<file path="config.mk">
export PLATFORM = sky130hd
export DESIGN_NAME = id_ex_stage
export DESIGN_NICKNAME = d
export VERILOG_FILES = /design/src/rtl/cpu_pkg.sv /design/src/rtl/fwd_mux.sv /design/src/rtl/id_ex_stage.sv
export SDC_FILE = /design/constraint.sdc
export NUM_CORES = 1
export LEC_CHECK = 0
export ABC_AREA = 1
export CAP_MARGIN = 25
export CORE_AREA = 3 3 132 134
export DETAILED_ROUTE_END_ITERATION = 8
export DIE_AREA = 0 0 135 137
export PLACE_DENSITY = 0.86
export SKIP_LAST_GASP = 1
export SYNTH_ARGS = -nofsm -noshare
export SYNTH_HDL_FRONTEND = slang
export SYNTH_SLANG_ARGS = --single-unit
</file>
<file path="constraint.sdc">
create_clock -name clk -period 10.5 [get_ports clk]
set_clock_uncertainty 0.1 [all_clocks]
set_input_delay 1.05 -clock clk [delete_from_list [all_inputs] [get_ports clk]]
set_output_delay 1.05 -clock clk [all_outputs]
set_load 0.01 [all_outputs]
</file>
<file path="src/rtl/cpu_pkg.sv">
// rtl/cpu_pkg.sv - shared widths, ALU op codes and forwarding selects for the ID/EX stage
package cpu_pkg;

    localparam int XLEN = 32;
    localparam int RA_W = 5;

    typedef enum logic [3:0] {
        ALU_NOP  = 4'd0,
        ALU_ADD  = 4'd1,
        ALU_SUB  = 4'd2,
        ALU_ADD2 = 4'd3,
        ALU_SUB2 = 4'd4,
        ALU_MUL  = 4'd5,
        ALU_DIV  = 4'd6,
        ALU_OR   = 4'd7,
        ALU_AND  = 4'd8,
        ALU_XOR  = 4'd9,
        ALU_SLL  = 4'd10,
        ALU_SRL  = 4'd11,
        ALU_SLT  = 4'd12
    } alu_op_t;

    typedef enum logic [1:0] {
        FWD_REG,
        FWD_EXM,
        FWD_MWB
    } fwd_sel_t;

endpackage

</file>
<file path="src/rtl/fwd_mux.sv">
// rtl/fwd_mux.sv - per-operand bypass select: r0, EX/MEM, MEM/WB, then register file value
module fwd_mux
    import cpu_pkg::*;
(
    input  logic [RA_W-1:0] src,
    input  logic [XLEN-1:0] reg_val,
    input  logic            exm_reg_write,
    input  logic [RA_W-1:0] exm_rd,
    input  logic [XLEN-1:0] exm_result,
    input  logic            mwb_reg_write,
    input  logic [RA_W-1:0] mwb_rd,
    input  logic [XLEN-1:0] mwb_result,
    output logic [XLEN-1:0] operand
);

    fwd_sel_t sel;

    // The younger producer (EX/MEM) wins over MEM/WB; r0 is never forwarded.
    always_comb begin
        sel = FWD_REG;
        if (src != '0) begin
            if (exm_reg_write && exm_rd == src)
                sel = FWD_EXM;
            else if (mwb_reg_write && mwb_rd == src)
                sel = FWD_MWB;
        end
    end

    always_comb begin
        case (sel)
            FWD_EXM: operand = exm_result;
            FWD_MWB: operand = mwb_result;
            default: operand = (src == '0) ? '0 : reg_val;
        endcase
    end

endmodule

</file>
<file path="src/rtl/id_ex_stage.sv">
// rtl/id_ex_stage.sv - ID/EX register with forwarding, load-use bubbles and flush; optional ID_EX_DIV0_TRAP_EN
module id_ex_stage
    import cpu_pkg::*;
(
    input  logic            clk,
    input  logic            rst,
    input  logic            flush,
    input  logic            in_valid,
    output logic            in_ready,
    input  logic [3:0]      in_alu_decode,
    input  logic [RA_W-1:0] in_rs_a,
    input  logic [RA_W-1:0] in_rs_x,
    input  logic [RA_W-1:0] in_rd,
    input  logic [XLEN-1:0] in_reg_a,
    input  logic [XLEN-1:0] in_reg_x,
    input  logic [XLEN-1:0] in_imm,
    input  logic            in_use_imm,
    input  logic            in_reg_write,
    input  logic            in_is_load,
    input  logic            exm_reg_write,
    input  logic [RA_W-1:0] exm_rd,
    input  logic [XLEN-1:0] exm_result,
    input  logic            mwb_reg_write,
    input  logic [RA_W-1:0] mwb_rd,
    input  logic [XLEN-1:0] mwb_result,
    output logic            out_valid,
    input  logic            out_ready,
    output logic [3:0]      alu_decode,
    output logic [XLEN-1:0] rda,
    output logic [XLEN-1:0] rdx,
    output logic [RA_W-1:0] out_rd,
    output logic            out_reg_write,
    output logic            out_is_load
`ifdef ID_EX_DIV0_TRAP_EN
    ,
    output logic            div0_trap
`endif
);

    logic            v_q;
    alu_op_t         dec_q;
    logic [RA_W-1:0] rs_a_q, rs_x_q, rd_q;
    logic [XLEN-1:0] reg_a_q, reg_x_q, imm_q;
    logic            use_imm_q, reg_write_q, is_load_q;

    logic            load_use, advance, accept, trap;
    logic [XLEN-1:0] fwd_x;

    // A load's data is not ready until after MEM, so a dependent op must wait one slot.
    assign load_use = v_q && is_load_q && (rd_q != '0) && in_valid &&
                      ((rd_q == in_rs_a) || (!in_use_imm && rd_q == in_rs_x));
    assign advance  = !v_q || out_ready;
    assign in_ready = advance && !load_use && !flush;
    assign accept   = in_valid && in_ready;

    always_ff @(posedge clk or posedge rst) begin
        if (rst) begin
            v_q         <= 1'b0;
            dec_q       <= ALU_NOP;
            rs_a_q      <= '0;
            rs_x_q      <= '0;
            rd_q        <= '0;
            reg_a_q     <= '0;
            reg_x_q     <= '0;
            imm_q       <= '0;
            use_imm_q   <= 1'b0;
            reg_write_q <= 1'b0;
            is_load_q   <= 1'b0;
        end else if (flush) begin
            v_q <= 1'b0;
        end else if (advance) begin
            v_q <= accept;
            if (accept) begin
                dec_q       <= alu_op_t'(in_alu_decode);
                rs_a_q      <= in_rs_a;
                rs_x_q      <= in_rs_x;
                rd_q        <= in_rd;
                reg_a_q     <= in_reg_a;
                reg_x_q     <= in_reg_x;
                imm_q       <= in_imm;
                use_imm_q   <= in_use_imm;
                reg_write_q <= in_reg_write;
                is_load_q   <= in_is_load;
            end
        end
    end

    fwd_mux u_fwd_a (
        .src           (rs_a_q),
        .reg_val       (reg_a_q),
        .exm_reg_write (exm_reg_write),
        .exm_rd        (exm_rd),
        .exm_result    (exm_result),
        .mwb_reg_write (mwb_reg_write),
        .mwb_rd        (mwb_rd),
        .mwb_result    (mwb_result),
        .operand       (rda)
    );

    fwd_mux u_fwd_x (
        .src           (rs_x_q),
        .reg_val       (reg_x_q),
        .exm_reg_write (exm_reg_write),
        .exm_rd        (exm_rd),
        .exm_result    (exm_result),
        .mwb_reg_write (mwb_reg_write),
        .mwb_rd        (mwb_rd),
        .mwb_result    (mwb_result),
        .operand       (fwd_x)
    );

    assign rdx = use_imm_q ? imm_q : fwd_x;

`ifdef ID_EX_DIV0_TRAP_EN
    // A trapping DIV still retires in order but must neither compute nor write back.
    assign trap      = v_q && (dec_q == ALU_DIV) && (rdx == '0);
    assign div0_trap = trap;
`else
    assign trap      = 1'b0;
`endif

    assign out_valid     = v_q;
    assign alu_decode    = (v_q && !trap) ? dec_q : 4'b0000;
    assign out_rd        = rd_q;
    assign out_reg_write = v_q && reg_write_q && !trap;
    assign out_is_load   = v_q && is_load_q;

endmodule
</file>
# Word level (Yosys, flattened, before mapping)
# Index checks and enable logic that the tools add are counted.
# op_classes
n_eq_ne	10
muxes	14
bitwise	1
n_reduce_logical	26
# ops
op	count
$pmux W32 S2	2
$mux W32	3
$eq A5 B5 Y1	6
$reduce_bool A5 Y1	3
$logic_and A1 B1 Y1	13
$mux W2	6
$logic_not A5 Y1	2
$eq A2 B1 Y1 const B	2
$eq A2 B2 Y1 const B	2
$logic_not A1 Y1	4
$mux W4	1
$reduce_and A3 Y1	1
$logic_or A1 B1 Y1	2
$mux W1	2
$reduce_bool A2 Y1	1
$not A1 Y1	1
# totals
register_bits	119
in_bits	199
output_inout_bits	77
word_cells	62

# Logic depth before layout (Yosys ltp)
# logic_depth
depth_word	10
mapped_depth	12
mapped_depth_nobuf	10

# Modules after synthesis
# Synthesis repeated with hierarchy kept, for this count alone.
# unflattened
hier_cells	1185
hier_area_um2	7957.6
# by_module_without_submodules
module	instances	cells_per_inst	area_each_um2	seq_area_each_um2
id_ex_stage	1	637	5555.3	2977.9
fwd_mux	2	274	1201.2	0.0

# Worst setup path after synthesis
# OpenSTA, ideal clock, no wires.
# synth_timing
path_kind	input to output
start	input port exm_rd[4]
end	output port rda[10]
arrival_ns	2.049
required_time_ns	9.350
slack_ns	7.301
path_stages	7
path_buffers	1
path_cell_list	xor2_1 > nor3_4 > nand2_2 > nand2_2 > buf_2 > nand3b_1 > nand2_1
# synth_via
elab_chain_cells	6
elab_cells_between_ends	7
cone_classes	eq/ne (3); mux (3); reduce/logical (1)
# synth_rtl
element	line_no	source
start: declaration	id_ex_stage.sv:21	input logic [RA_W-1:0] exm_rd,
$eq A5 B5 Y1 *	fwd_mux.sv:22	if (exm_reg_write && exm_rd == src)
$logic_and A1 B1 Y1 *	fwd_mux.sv:22	
$mux W2 *	fwd_mux.sv:22	
$mux W2 *	fwd_mux.sv:21	if (src != '0) begin
$eq A2 B2 Y1 / $eq A2 B1 Y1 (equally long branches)	fwd_mux.sv:30	case (sel)
$pmux W32 S2 *	fwd_mux.sv:30	
end: declaration	id_ex_stage.sv:29	output logic [XLEN-1:0] rda,
# Every way passes the cells marked *; elsewhere a longest branch is shown, timed or not.

# Final worst setup path
# layout_timing
start	input port exm_rd[4]
end	output port rda[25]
# The elaborated chain is that of the path after synthesis.

==> report_table.html <==
<table>
<tr><th>Metric</th><th>Value</th></tr>
<tr><th colspan="2">Synthesis</th></tr>
<tr><td>Flip-flop and latch count after synthesis</td><td>between 100 and 150</td></tr>
<tr><td>Synth top area cells</td><td>dfrtp_1 37%, nand2_1 24%, nand4_1 14%</td></tr>
<tr><td>Share of the synthesized area in the top cell type</td><td>0.3651</td></tr>
<tr><td>Synth warn</td><td>0</td></tr>
<tr><td>Post-Syn Instances</td><td>1247</td></tr>
<tr><td>Mean post-synth cell area</td><td>6.540 um^2</td></tr>
<tr><td>Portion of the post-synthesis area used by sequential elements</td><td>0.3651</td></tr>
<tr><td>Post-Syn Nets</td><td>roughly 1400</td></tr>
<tr><td>Distinct cells, synth</td><td>26</td></tr>
<tr><td>Cell type contributing the most total cell area after synthesis</td><td>dfrtp_1</td></tr>
<tr><td>Synthesized area</td><td>between 8000 and 9000 um^2</td></tr>
<tr><th colspan="2">STA</th></tr>
<tr><td>Max Transition Viols Final</td><td>0</td></tr>
<tr><td>Fraction of the cycle the final worst path needs</td><td>0.5377</td></tr>
<tr><td>Final critical path time including I/O delays and setup</td><td>about 5600 ps</td></tr>
<tr><td>Headroom to the max-slew limit</td><td>0.3599</td></tr>
<tr><td>Final setup fails</td><td>0</td></tr>
<tr><td>Hold violation total from the final report</td><td>0</td></tr>
<tr><td>Peak clock frequency supported by timing</td><td>about 180 MHz</td></tr>
<tr><td>Transition time at the pin with the least slew margin</td><td>about 960 ps</td></tr>
<tr><td>Sum of negative setup slack</td><td>0 ps</td></tr>
<tr><td>RSZ-0062 raised after global routing</td><td>false</td></tr>
<tr><th colspan="2">Flow run</th></tr>
<tr><td>Max capacitance violation total</td><td>0</td></tr>
<tr><th colspan="2">Worst setup path</th></tr>
<tr><td>Critical R2R Launch</td><td>out_rd[3]</td></tr>
<tr><td>CP startpoint kind</td><td>primary input</td></tr>
<tr><td>Kind of end point of the critical path</td><td>primary output</td></tr>
<tr><td>Worst Reg2Reg Path Length in Cells</td><td>9</td></tr>
<tr><td>Worst endpoint required time</td><td>just over 9000 ps</td></tr>
<tr><td>Worst-path fanout max</td><td>33</td></tr>
<tr><td>Critical R2R Capture</td><td>reg_x_q[27]</td></tr>
<tr><td>Startpoint of the most critical setup path</td><td>exm_rd[4]</td></tr>
<tr><td>R2R setup slack</td><td>just over 7000 ps</td></tr>
<tr><td>Worst Setup Path Type</td><td>primary input to primary output</td></tr>
<tr><td>Arr. time, crit path</td><td>4500 ps</td></tr>
<tr><th colspan="2">GRT</th></tr>
<tr><td>Overall global routing resource usage</td><td>0.3474</td></tr>
<tr><td>Antenna violations before repair</td><td>0</td></tr>
<tr><td>Global-route wire length before repair</td><td>~50 mm</td></tr>
<tr><td>Final global-route overflow total</td><td>0</td></tr>
<tr><td>Largest net degree at the start of global routing</td><td>67</td></tr>
<tr><td>Vias in the first global route</td><td>9409</td></tr>
<tr><th colspan="2">CTS</th></tr>
<tr><td>Clock-pin transition on the worst setup and hold timing paths</td><td>roughly 50 ps</td></tr>
<tr><td>TritonCTS clock tree</td><td>yes</td></tr>
<tr><td>Number of gates resized after CTS</td><td>0</td></tr>
<tr><td>Clock tree root driver cell</td><td>clkbuf_16</td></tr>
<tr><td>CTS Hold Buffers Added</td><td>0</td></tr>
<tr><td>CTS H-tree lvls</td><td>4</td></tr>
<tr><td>Max clock buf depth</td><td>2</td></tr>
<tr><td>Setup repair bufs after CTS</td><td>0</td></tr>
<tr><td>Source-to-sink clock delay at the later pin of the worst-skew pair</td><td>420 ps</td></tr>
<tr><td>Clock sink total</td><td>~120</td></tr>
<tr><td>Number of buffers created by CTS</td><td>17</td></tr>
<tr><th colspan="2">Outcome</th></tr>
<tr><td>Outcome</td><td>finished clean</td></tr>
<tr><th colspan="2">Route</th></tr>
<tr><td>Via count</td><td>around 9900</td></tr>
<tr><td>Number of DRC markers in iteration 0</td><td>1450</td></tr>
<tr><td>Remaining design rule violation count</td><td>0</td></tr>
<tr><td>1st-pass router iterations</td><td>6</td></tr>
<tr><td>Final wirelength</td><td>33.03 mm</td></tr>
<tr><td>Average vias per placed instance</td><td>5.899</td></tr>
<tr><td>Antenna viol nets, final</td><td>0</td></tr>
<tr><td>Routed wire length per instance</td><td>19.65 um</td></tr>
<tr><th colspan="2">Die</th></tr>
<tr><td>Std cell rows</td><td>47</td></tr>
<tr><td>Top-level port count</td><td>about 280</td></tr>
<tr><td>Starting density of the core</td><td>0.4971</td></tr>
<tr><td>Horizontal extent of the die</td><td>135 um</td></tr>
<tr><td>Core region area</td><td>around 16000 um^2</td></tr>
<tr><td>Die footprint</td><td>between 15000 and 20000 um^2</td></tr>
<tr><td>Die span in y</td><td>137 um</td></tr>
<tr><th colspan="2">Worst hold path</th></tr>
<tr><td>Type of the worst min-delay path</td><td>flop to flop</td></tr>
<tr><td>Hold Path Cell Cnt</td><td>2</td></tr>
<tr><td>Endpoint of the worst hold path</td><td>imm_q[15]</td></tr>
<tr><td>HP Start</td><td>imm_q[15]</td></tr>
<tr><th colspan="2">Power and ir drop</th></tr>
<tr><td>Highest ir drop seen on vdd</td><td>around 130 uV</td></tr>
<tr><td>Leakage</td><td>0.005739 uW</td></tr>
<tr><td>Total power draw</td><td>between 1500 and 2000 uW</td></tr>
<tr><td>Power per Cell Area</td><td>152.9 nW/um^2</td></tr>
<tr><th colspan="2">Final layout</th></tr>
<tr><td>Commonest non-fill, non-tap cells in the layout</td><td>514 x nand2_1, 274 x clkdlybuf4s50_1, 185 x nand4_1, 136 x nand3_1, 119 x dfrtp_1</td></tr>
<tr><td>Leading cell type in the layout, fill and taps excluded</td><td>nand2_1</td></tr>
<tr><td># diodes</td><td>0</td></tr>
<tr><td>Share of post-route cells with drive strength above 1</td><td>0.04997</td></tr>
<tr><td>Core utilization of the finished layout</td><td>0.6963</td></tr>
<tr><td>Count of fill cells added during filler insertion</td><td>between 1000 and 1500</td></tr>
<tr><td>Final-stage net count</td><td>1649</td></tr>
<tr><td>Final standard cell area without fillers</td><td>11420 um^2</td></tr>
<tr><td>Area growth from synthesis to layout</td><td>40.07%</td></tr>
<tr><th colspan="2">Place</th></tr>
<tr><td>Routability-driven placement congestion ratio</td><td>1.010</td></tr>
<tr><td>Placed cell area</td><td>10870 um^2</td></tr>
<tr><td>Detailed placement HPWL</td><td>around 23 mm</td></tr>
<tr><td>IO buf count</td><td>around 280</td></tr>
</table>
-- how the worst max path moves through the flow --
stage                     to  slack (ps)  cells after the start
detailed placement   rda[25]        4890                      9
global placement     rda[31]        4560                      9
floorplan           dec_q[0]        6190                      1
global route          rda[0]        4650                     10
finish               rda[25]        4850                      9
CTS                  rda[25]        4900                      9
-- state kept, by name, summed over array words and instances (netlist names) --
name	cells
reg_a_q	32
rs_x_q	5
use_imm_q	1
imm_q	32
out_valid	1
is_load_q	1
rs_a_q	5
reg_x_q	32
out_rd	5
dec_q	4
reg_write_q	1
-- routing by layer --
metal | routed length, um | up-vias | global-route usage | part of all wire
li1 | - | 4522 | - | -
met1 | 12660 | 4557 | 0.4337 | 0.38
met2 | 14850 | 704 | 0.5347 | 0.45
met3 | 3548 | 133 | 0.09853 | 0.11
met4 | 1982 | 0 | 0.2128 | 0.060
met5 | 0 | - | 0 | 0
-- logic make-up after synthesis --
group,after synthesis,synth area share
simple gates,897,0.5098
buf+inv,211,0.1080
flops,119,0.3651
compound gates,13,0.009513
xor+xnor,7,0.007518
-- power breakdown --
group / switching (uW) / internal [uW]
Combinational: 339 / 287
Sequential: 56.9 / 529
Clock: 210 / 325
-- critical path, stage by stage --
cell and delay, ps:
clkdlybuf4s50_1 460, xor2_1 190, nor3_4 600, buf_8 250, nand2_2 390, nand2_2 670, nand3b_1 180, nand2_1 120
clkdlybuf4s50_1 550
-- through the flow --
stage | cells | hold slack, ps | setup slack, ps
final | 1681 | 368.4 | 4854
after global placement | 1647 | 353.5 | 4556
after global routing | 1681 | 391.3 | 4654
after detailed placement | 1650 | 357.9 | 4894
after floorplan | 1247 | 341.7 | 6193
after CTS | 1680 | 371.1 | 4898
-- synthesized netlist by cell type --
master	instances
a21oi_1	1
inv_1	45
dfrtp_1	119
xor2_1	6
inv_2	12
nand3_1	137
o21ai_1	4
nand2_2	2
o21bai_1	1
buf_4	3
nor2_1	19
nand3_2	1
nand2_1	515
o22ai_1	3
buf_1	6
buf_2	62
clkinv_1	44
nor3_4	1
xnor2_1	1
o211ai_1	1
clkbuf_1	39
a21oi_2	1
o21ai_0	2
nor2_2	5
nand3b_1	32
nand4_1	185
-- layout make-up --
| cell class | count | area (um^2) | area share |
|---|---|---|---|
| Tap cell | 220 | 275.3 | 0.02410 |
| Inverter | 101 | 381.6 | 0.03341 |
| Clock inverter | 10 | 82.58 | 0.007229 |
| Timing Repair Buffer | 294 | 2935 | 0.2570 |
| Sequential cell | 119 | 2978 | 0.2607 |
| Multi-Input combinational cell | 917 | 4324 | 0.3785 |
| Clock buffer | 20 | 446.7 | 0.03910 |
Power figures use the tool's default switching activity.
